File: config.mk
export PLATFORM = sky130hd
export DESIGN_NAME = mem_port_arbiter
export DESIGN_NICKNAME = d
export VERILOG_FILES = /design/src/rtl/mem_arb_pkg.sv /design/src/rtl/arb_priority.sv /design/src/rtl/mem_port_arbiter.sv
export SDC_FILE = /design/constraint.sdc
export NUM_CORES = 1
export LEC_CHECK = 0
export CAP_MARGIN = 10
export CORE_AREA = 2 2 194 196
export DETAILED_ROUTE_END_ITERATION = 10
export DIE_AREA = 0 0 196 198
export PLACE_DENSITY_LB_ADDON = 0.12
export SYNTH_ARGS = -nofsm -noshare
export SYNTH_HDL_FRONTEND = slang
export SYNTH_SLANG_ARGS = --single-unit
File: constraint.sdc
create_clock -name clk -period 2.1 [get_ports clk]
set_input_delay 0.42 -clock clk [delete_from_list [all_inputs] [get_ports clk]]
set_output_delay 0.42 -clock clk [all_outputs]
set_load 0.05 [all_outputs]
File: src/rtl/mem_arb_pkg.sv
// Shared definitions for the unified memory-port arbiter.
//   state_t : arbiter FSM states
//   owner_t : which requester owns the transaction in flight
//   MAX_D_STREAK_DEF : default number of back-to-back data grants while fetch waits
package mem_arb_pkg;

    typedef enum logic [1:0] {
        IDLE = 2'd0,
        REQ  = 2'd1,
        WAIT = 2'd2,
        RESP = 2'd3
    } state_t;

    typedef enum logic {
        OWN_IF = 1'b0,
        OWN_D  = 1'b1
    } owner_t;

    localparam int unsigned MAX_D_STREAK_DEF = 4;

endpackage

File: src/rtl/arb_priority.sv
// Winner select between fetch and data plus the data-streak counter.
// Ports:
//   clk, reset        : clock, synchronous active-high reset
//   arb_en            : arbitration allowed this cycle (FSM idle)
//   if_req, d_req     : pending requests
//   grant_if, grant_d : one-hot grant, only while arb_en
module arb_priority
    import mem_arb_pkg::*;
#(
    parameter int unsigned MAX_D_STREAK = MAX_D_STREAK_DEF
) (
    input  logic clk,
    input  logic reset,
    input  logic arb_en,
    input  logic if_req,
    input  logic d_req,
    output logic grant_if,
    output logic grant_d
);

    localparam int unsigned SW = (MAX_D_STREAK > 0) ? $clog2(MAX_D_STREAK + 1) : 1;
    localparam logic [SW-1:0] STREAK_MAX = SW'(MAX_D_STREAK);

    logic [SW-1:0] streak;
    logic          d_wins;

    // Data has priority until it has starved a waiting fetch MAX_D_STREAK times.
    assign d_wins   = d_req & (~if_req | (streak < STREAK_MAX));
    assign grant_d  = arb_en & d_wins;
    assign grant_if = arb_en & if_req & ~d_wins;

    always_ff @(posedge clk) begin
        if (reset) begin
            streak <= '0;
        end else if (grant_d) begin
            if (!if_req) begin
                streak <= '0;
            end else if (streak < STREAK_MAX) begin
                streak <= streak + 1'b1;
            end
        end else if (grant_if) begin
            streak <= '0;
        end
    end

endmodule

File: src/rtl/mem_port_arbiter.sv
// Shares one 64-bit memory port between instruction fetch and the data stage.
// One transaction at a time: IDLE (arbitrate/capture) -> REQ (hold m_req until m_gnt)
// -> WAIT (until m_rvalid) -> RESP (one-cycle valid to the owner).
// Ports:
//   clk, reset                      : clock, synchronous active-high reset
//   if_req/if_addr/if_rdata/if_valid/if_stall : fetch side (32-bit instruction word)
//   d_req/d_we/d_addr/d_wdata/d_rdata/d_valid/mem_stall : data side
//   flush                           : cancels delivery of an owned fetch
//   m_req/m_we/m_addr/m_wdata/m_gnt/m_rvalid/m_rdata : memory port
// DATA_W is expected to be 64; the instruction word is picked from one half.
module mem_port_arbiter
    import mem_arb_pkg::*;
#(
    parameter int unsigned ADDR_W       = 64,
    parameter int unsigned DATA_W       = 64,
    parameter int unsigned MAX_D_STREAK = MAX_D_STREAK_DEF
) (
    input  logic              clk,
    input  logic              reset,
    input  logic              if_req,
    input  logic [ADDR_W-1:0] if_addr,
    output logic [31:0]       if_rdata,
    output logic              if_valid,
    output logic              if_stall,
    input  logic              d_req,
    input  logic              d_we,
    input  logic [ADDR_W-1:0] d_addr,
    input  logic [DATA_W-1:0] d_wdata,
    output logic [DATA_W-1:0] d_rdata,
    output logic              d_valid,
    output logic              mem_stall,
    input  logic              flush,
    output logic              m_req,
    output logic              m_we,
    output logic [ADDR_W-1:0] m_addr,
    output logic [DATA_W-1:0] m_wdata,
    input  logic              m_gnt,
    input  logic              m_rvalid,
    input  logic [DATA_W-1:0] m_rdata
);

    state_t            state;
    owner_t            owner;
    logic              drop;
    logic [ADDR_W-1:0] addr_q;
    logic [DATA_W-1:0] wdata_q;
    logic              we_q;
    logic              hi_q;
    logic [DATA_W-1:0] rdata_q;
    logic              grant_if;
    logic              grant_d;
    logic              unused_addr_bits;

    assign unused_addr_bits = ^{if_addr[1:0], d_addr[2:0]};

    arb_priority #(
        .MAX_D_STREAK(MAX_D_STREAK)
    ) u_arb_priority (
        .clk     (clk),
        .reset   (reset),
        .arb_en  (state == IDLE),
        .if_req  (if_req),
        .d_req   (d_req),
        .grant_if(grant_if),
        .grant_d (grant_d)
    );

    always_ff @(posedge clk) begin
        if (reset) begin
            state   <= IDLE;
            owner   <= OWN_IF;
            drop    <= 1'b0;
            addr_q  <= '0;
            wdata_q <= '0;
            we_q    <= 1'b0;
            hi_q    <= 1'b0;
            rdata_q <= '0;
        end else begin
            unique case (state)
                IDLE: begin
                    if (grant_d || grant_if) begin
                        state   <= REQ;
                        owner   <= grant_d ? OWN_D : OWN_IF;
                        drop    <= 1'b0;
                        addr_q  <= grant_d ? {d_addr[ADDR_W-1:3], 3'b000}
                                           : {if_addr[ADDR_W-1:3], 3'b000};
                        wdata_q <= grant_d ? d_wdata : '0;
                        we_q    <= grant_d & d_we;
                        hi_q    <= ~grant_d & if_addr[2];
                    end
                end
                REQ: begin
                    // The handshake cannot be withdrawn, so a flush only marks the reply.
                    if (owner == OWN_IF && flush) drop <= 1'b1;
                    if (m_gnt) begin
                        if (m_rvalid) begin
                            state   <= RESP;
                            rdata_q <= m_rdata;
                        end else begin
                            state <= WAIT;
                        end
                    end
                end
                WAIT: begin
                    if (owner == OWN_IF && flush) drop <= 1'b1;
                    if (m_rvalid) begin
                        state   <= RESP;
                        rdata_q <= m_rdata;
                    end
                end
                RESP: begin
                    drop  <= 1'b0;
                    state <= IDLE;
                end
            endcase
        end
    end

    assign m_req   = (state == REQ);
    assign m_we    = we_q;
    assign m_addr  = addr_q;
    assign m_wdata = wdata_q;

    // A flush landing in RESP itself must still suppress the pulse.
    assign if_valid = (state == RESP) & (owner == OWN_IF) & ~drop & ~flush;
    assign d_valid  = (state == RESP) & (owner == OWN_D);
    assign if_rdata = hi_q ? rdata_q[63:32] : rdata_q[31:0];
    assign d_rdata  = rdata_q;

    assign if_stall  = if_req & ~if_valid;
    assign mem_stall = d_req & ~d_valid;

endmodule
Word level (Yosys, flattened, before mapping) --
Cells that the tools add are included.
Storage, ports and cells: input bits 264, output and inout port bits 230, flip-flop bits (word level) 201
Operators by class: equal/unequal tests 8, $add $sub $neg 1, reductions and logical operators 11, bitwise operators 21, mux-type cells 19, $lt $le $gt $ge 1
Operators by type and width (count):
- 2-to-1 mux 64 bit | 4
- one-hot mux 64 bit (2 select lines) | 1
- 2-to-1 mux 32 bit | 1
- bitwise AND 1 bit | 12
- 2-to-1 mux 3 bit | 4
- NOT 1 bit | 8
- one-hot mux 2 bit (4 select lines) | 1
- AND reduction 2 bit | 4
- 2-to-1 mux 2 bit | 3
- equality test 2 bit (second input constant) | 2
- 2-to-1 mux 1 bit | 4
- != test 2 x 1 -> 1 bit (second input constant) | 2
- != test 2 bit (second input constant) | 2
- nonzero test 2 bit | 2
- adder 3 x 1 -> 3 bit (second input constant) | 1
- < comparator 3 bit (second input constant) | 1
- != test 3 x 2 -> 1 bit (second input constant) | 1
- one-hot mux 1 bit (3 select lines) | 1
- AND reduction 3 bit | 1
- equality test 2 x 1 -> 1 bit (second input constant) | 1
- zero test 2 bit | 1
- OR reduction 2 bit | 1
- logical AND 1 bit | 1
- logical OR 1 bit | 1
- bitwise OR 1 bit | 1

Depth between registers and ports, before layout --
word-level depth 8, gate-level depth with buffers 9, gate-level depth less buffers 6

Modules after synthesis --
A second synthesis with hierarchy kept.
Unflattened totals: cells, all modules 952, area, all modules 8301.7 um^2
Modules (own cells, without submodules):
- mem_port_arbiter | cells each 933, area each 8139.1 um^2, times used 1
- arb_priority | cells each 19, area each 162.7 um^2, times used 1

Worst setup path after synthesis --
No wires, ideal clock.
path kind register to output, start reg state[0], end out if_stall, stages on the path, launching flop included 4, setup slack -1.235 ns, arrival 2.915 ns, data required time 1.680 ns, buffers on the path 0, cell sequence dfxtp_1 > ha_1 > nor4b_1 > nor2b_1
Between the ends: word-level cells in the longest chain between the ends 6
Ends and longest elaborated chain:
- start, declared | RTL line mem_port_arbiter.sv:42 | state_t state;
- start signal, assigned | RTL line mem_port_arbiter.sv:70 | state <= IDLE;
- start signal, assigned | RTL line mem_port_arbiter.sv:82 | state <= REQ;
- start signal, assigned | RTL line mem_port_arbiter.sv:97 | state <= RESP;
- equality test 2 bit | RTL line mem_port_arbiter.sv:125 | assign if_valid = (state == RESP) & (owner == OWN_IF) & ~drop & ~flush;
- bitwise AND 1 bit (3 in series) | RTL line mem_port_arbiter.sv:125
- via if_valid | RTL line mem_port_arbiter.sv:23 | output logic if_valid,
- NOT 1 bit | RTL line mem_port_arbiter.sv:130 | assign if_stall = if_req & ~if_valid;
- bitwise AND 1 bit | RTL line mem_port_arbiter.sv:130
- end, declared | RTL line mem_port_arbiter.sv:24 | output logic if_stall,
The timed path passes the listed nets, and every way through them passes these cells.

Worst setup path after layout --
start reg rdata_q[52], in the netlist d_rdata[52], end out d_rdata[52]
RTL lines:
- start, declared | RTL line mem_port_arbiter.sv:49 | logic [DATA_W-1:0] rdata_q;
- start signal, assigned | RTL line mem_port_arbiter.sv:98 | rdata_q <= m_rdata;
- start signal, assigned | RTL line mem_port_arbiter.sv:108 | rdata_q <= m_rdata;
- end, declared | RTL line mem_port_arbiter.sv:29 | output logic [DATA_W-1:0] d_rdata,
No word-level cell between the ends.

==> reports/qor.yml <==
status: "complete, no violations"
crit_path_end_kind: "primary output"
dp_hpwl_um: 24900
via_per_inst: 4.39
wire_per_inst_um: 18.0
ys_types: 33
powerDensity_nw_per_um2: 1390
synthCells: 936
p_leak_nw: 6.44
nFillCells: 3777
rsz0062_at_grt: "false"
grt_overflow: 0
cp_num_buf_inv: 1
drive_gt1_share_pct: 11.6
insertion_delay_ns: 0.45
finalSetupTns_ns: 0
worstSetupPathType: "flip-flop to primary output"
layout_common_cells: "clkdlybuf4s50_1, nand2_1, dfxtp_1"
peakVddDrop_mv: 0.621
hold_class: "primary input to flip-flop"
track_usage_pct: 17.0
clk_pin_slew_ns: 0.07
ctsRootBufferMaster: "clkbuf_16"
post-route-period-util_pct: 98.0
net-switching-power_mw: 9.42
clkSinkCount: 198
whs_ns: 0.343
place_congestion: 0.770
final_util_pct: 39.5
worstPathArrival_ns: 1.64
mostFrequentLayoutCell: "clkdlybuf4s50_1"
cts_tree: "yes"
holdBufCountCts: 0
crit_chain: "clkdlybuf4s50_1"
crit_family: "buffers and inverters"
detail-route-antenna-nets: 0
setup_viol: 0
hold_viol_final: 0
p_clk_share_pct: 16.6
area_growth_pct: 84.5
core_area_um2: 37000
critical-path-max-stage-delay_ns: 0.85
drv_slew: 0
post-route-min-period_ns: 2.06
syn_area_um2: 7920
io_pins: 494
htree_levels: 4
syn_area_per_cell_um2: 8.46
final_nets: 1673
synth.top_cell.area_share_pct: 50.0
sw_frac_of_total_pct: 46.4
initial_core_util_pct: 21.4
die_w_um: 196
drc: 0
start_kind: "flip-flop"
yosys.area.top_type: "dfxtp_1"
yosysWarningCount: 0
routed_wl_um: 33900
grt_pass1_vias: 8423
synth_area_leaders: "dfxtp_1, nand2_1, a21oi_1, a22oi_1, nor2_1"
max_slew_margin_pct: 61.8
ys_seq_area_share_pct: 50.0
dieArea_um2: 38800
vias: 8302
seq_power_share_pct: 26.9
drv_cap: 0
tightest_slew_ns: 0.572
grt_max_degree: 56
required_ns: 1.68
dp_cells: 1858
fin_cells: 1889
crit_path_max_fanout: 3
fin_skew_ns: 0.00942
rows: 71
antenna_found_initial: 1
numPortBuffers: 485
clock_path_buffers: 2
p_comb_share_pct: 56.6
grt_first_pass_wirelength_um: 50600
fmax_ghz: 0.486
drtIter0Drc: 288
slowest_stage: "clkdlybuf4s50_1"
p_int_mw: 10.9
first_pass_iters: 4
cts_setup_buffers: 0
cts_buffers: 17
fp.dieH_um: 198
synth-seq-cells: 198
-- synthesized netlist by cell type --
cell,count
mux2i_1,2
nor2_1,129
a2bb2oi_2,1
buf_4,10
mux2_2,32
nor4b_1,2
nand2b_1,2
ha_1,6
a21oi_1,129
a211oi_2,2
a211oi_1,60
nor2b_2,1
o22ai_2,1
nand2_1,195
nand2_2,2
dfxtp_1,198
a22oi_1,65
buf_2,16
a31oi_1,1
and2_1,2
inv_1,5
a21oi_2,1
o221a_2,1
nor3b_1,1
buf_6,11
buf_1,7
and3_1,2
conb_1,1
nand3_1,7
o21ai_0,3
clkbuf_1,38
nand4_1,1
nor2b_1,2
-- sequential cells by signal, indices dropped and copies added (netlist names) --
signal	cells
state	2
hi_q	1
owner	1
u_arb_priority.streak	3
m_wdata	64
drop	1
m_we	1
m_addr	61
d_rdata	64
-- power by group through the flow --
stage                     registers, mW  clock network (mW)  logic (mW)
after global routing               5.60                3.64        12.1
after CTS                          5.47                3.50        11.6
after detailed placement           5.55                   0        11.7
after global placement             5.50                   0        11.7
after floorplan                    9.08                   0        3.43
final                              5.45                3.36        11.5
-- final cells by class --
type,count,area (µm²),area share [%]
clock buffers,22,474,3.25
diodes,1,2.50,0.0171
multi-input cells,653,3550,24.3
well taps,474,593,4.06
flip-flops and latches,198,3970,27.2
clock inverters,8,98.8,0.676
repair buffers,528,5900,40.4
inverters,5,18.8,0.128
-- worst paths after layout --
check,from,endpoint,slack (ns),cells after the start
max,d_rdata[52],d_rdata[52],0.04,1
min,reset,u_arb_priority.streak[0],0.34,2
max reg2reg,state[0],m_wdata[32],0.26,8
min reg2reg,d_rdata[19],d_rdata[19],0.47,2
-- kinds of logic (layout without fill, tap and decap cells) --
| kind of cell | after synthesis | after routing | synth area share [%] |
|---|---|---|---|
| AOI/OAI and AO/OA | 264 | 264 | 21.2 |
| muxes | 34 | 34 | 4.80 |
| other | 1 | 4 | 0.0473 |
| adders and majority gates | 6 | 6 | 0.948 |
| and+or+nand+nor | 346 | 346 | 17.1 |
| buffers and inverters | 87 | 563 | 5.89 |
| DFF | 198 | 198 | 50.0 |
-- metrics by stage --
stage	cell area [µm²]	total power [mW]	setup WS, ns
6_report	14600	20.3	0.0418
3_5_place_dp	13900	17.2	-0.121
5_1_grt	14600	21.4	0.000486
4_1_cts	14500	20.6	0.000631
3_3_place_gp	13900	17.2	-0.109
2_1_floorplan	7940	12.5	0.0397
-- metal layers --
layer | routed length [µm] | vias to the layer above | global-route usage, %
met5 | 0 | - | 0
met4 | 606 | 0 | 5.13
met3 | 2340 | 30 | 5.72
met2 | 16700 | 261 | 29.2
met1 | 14300 | 3885 | 20.0
li1 | - | 4126 | -
-- repair_timing --
item	4_1_cts	5_1_grt
gates resized for setup	34	55
setup endpoints to repair	35	55
pin swaps	0	0
No activity file was read; power rests on OpenSTA's default activity.
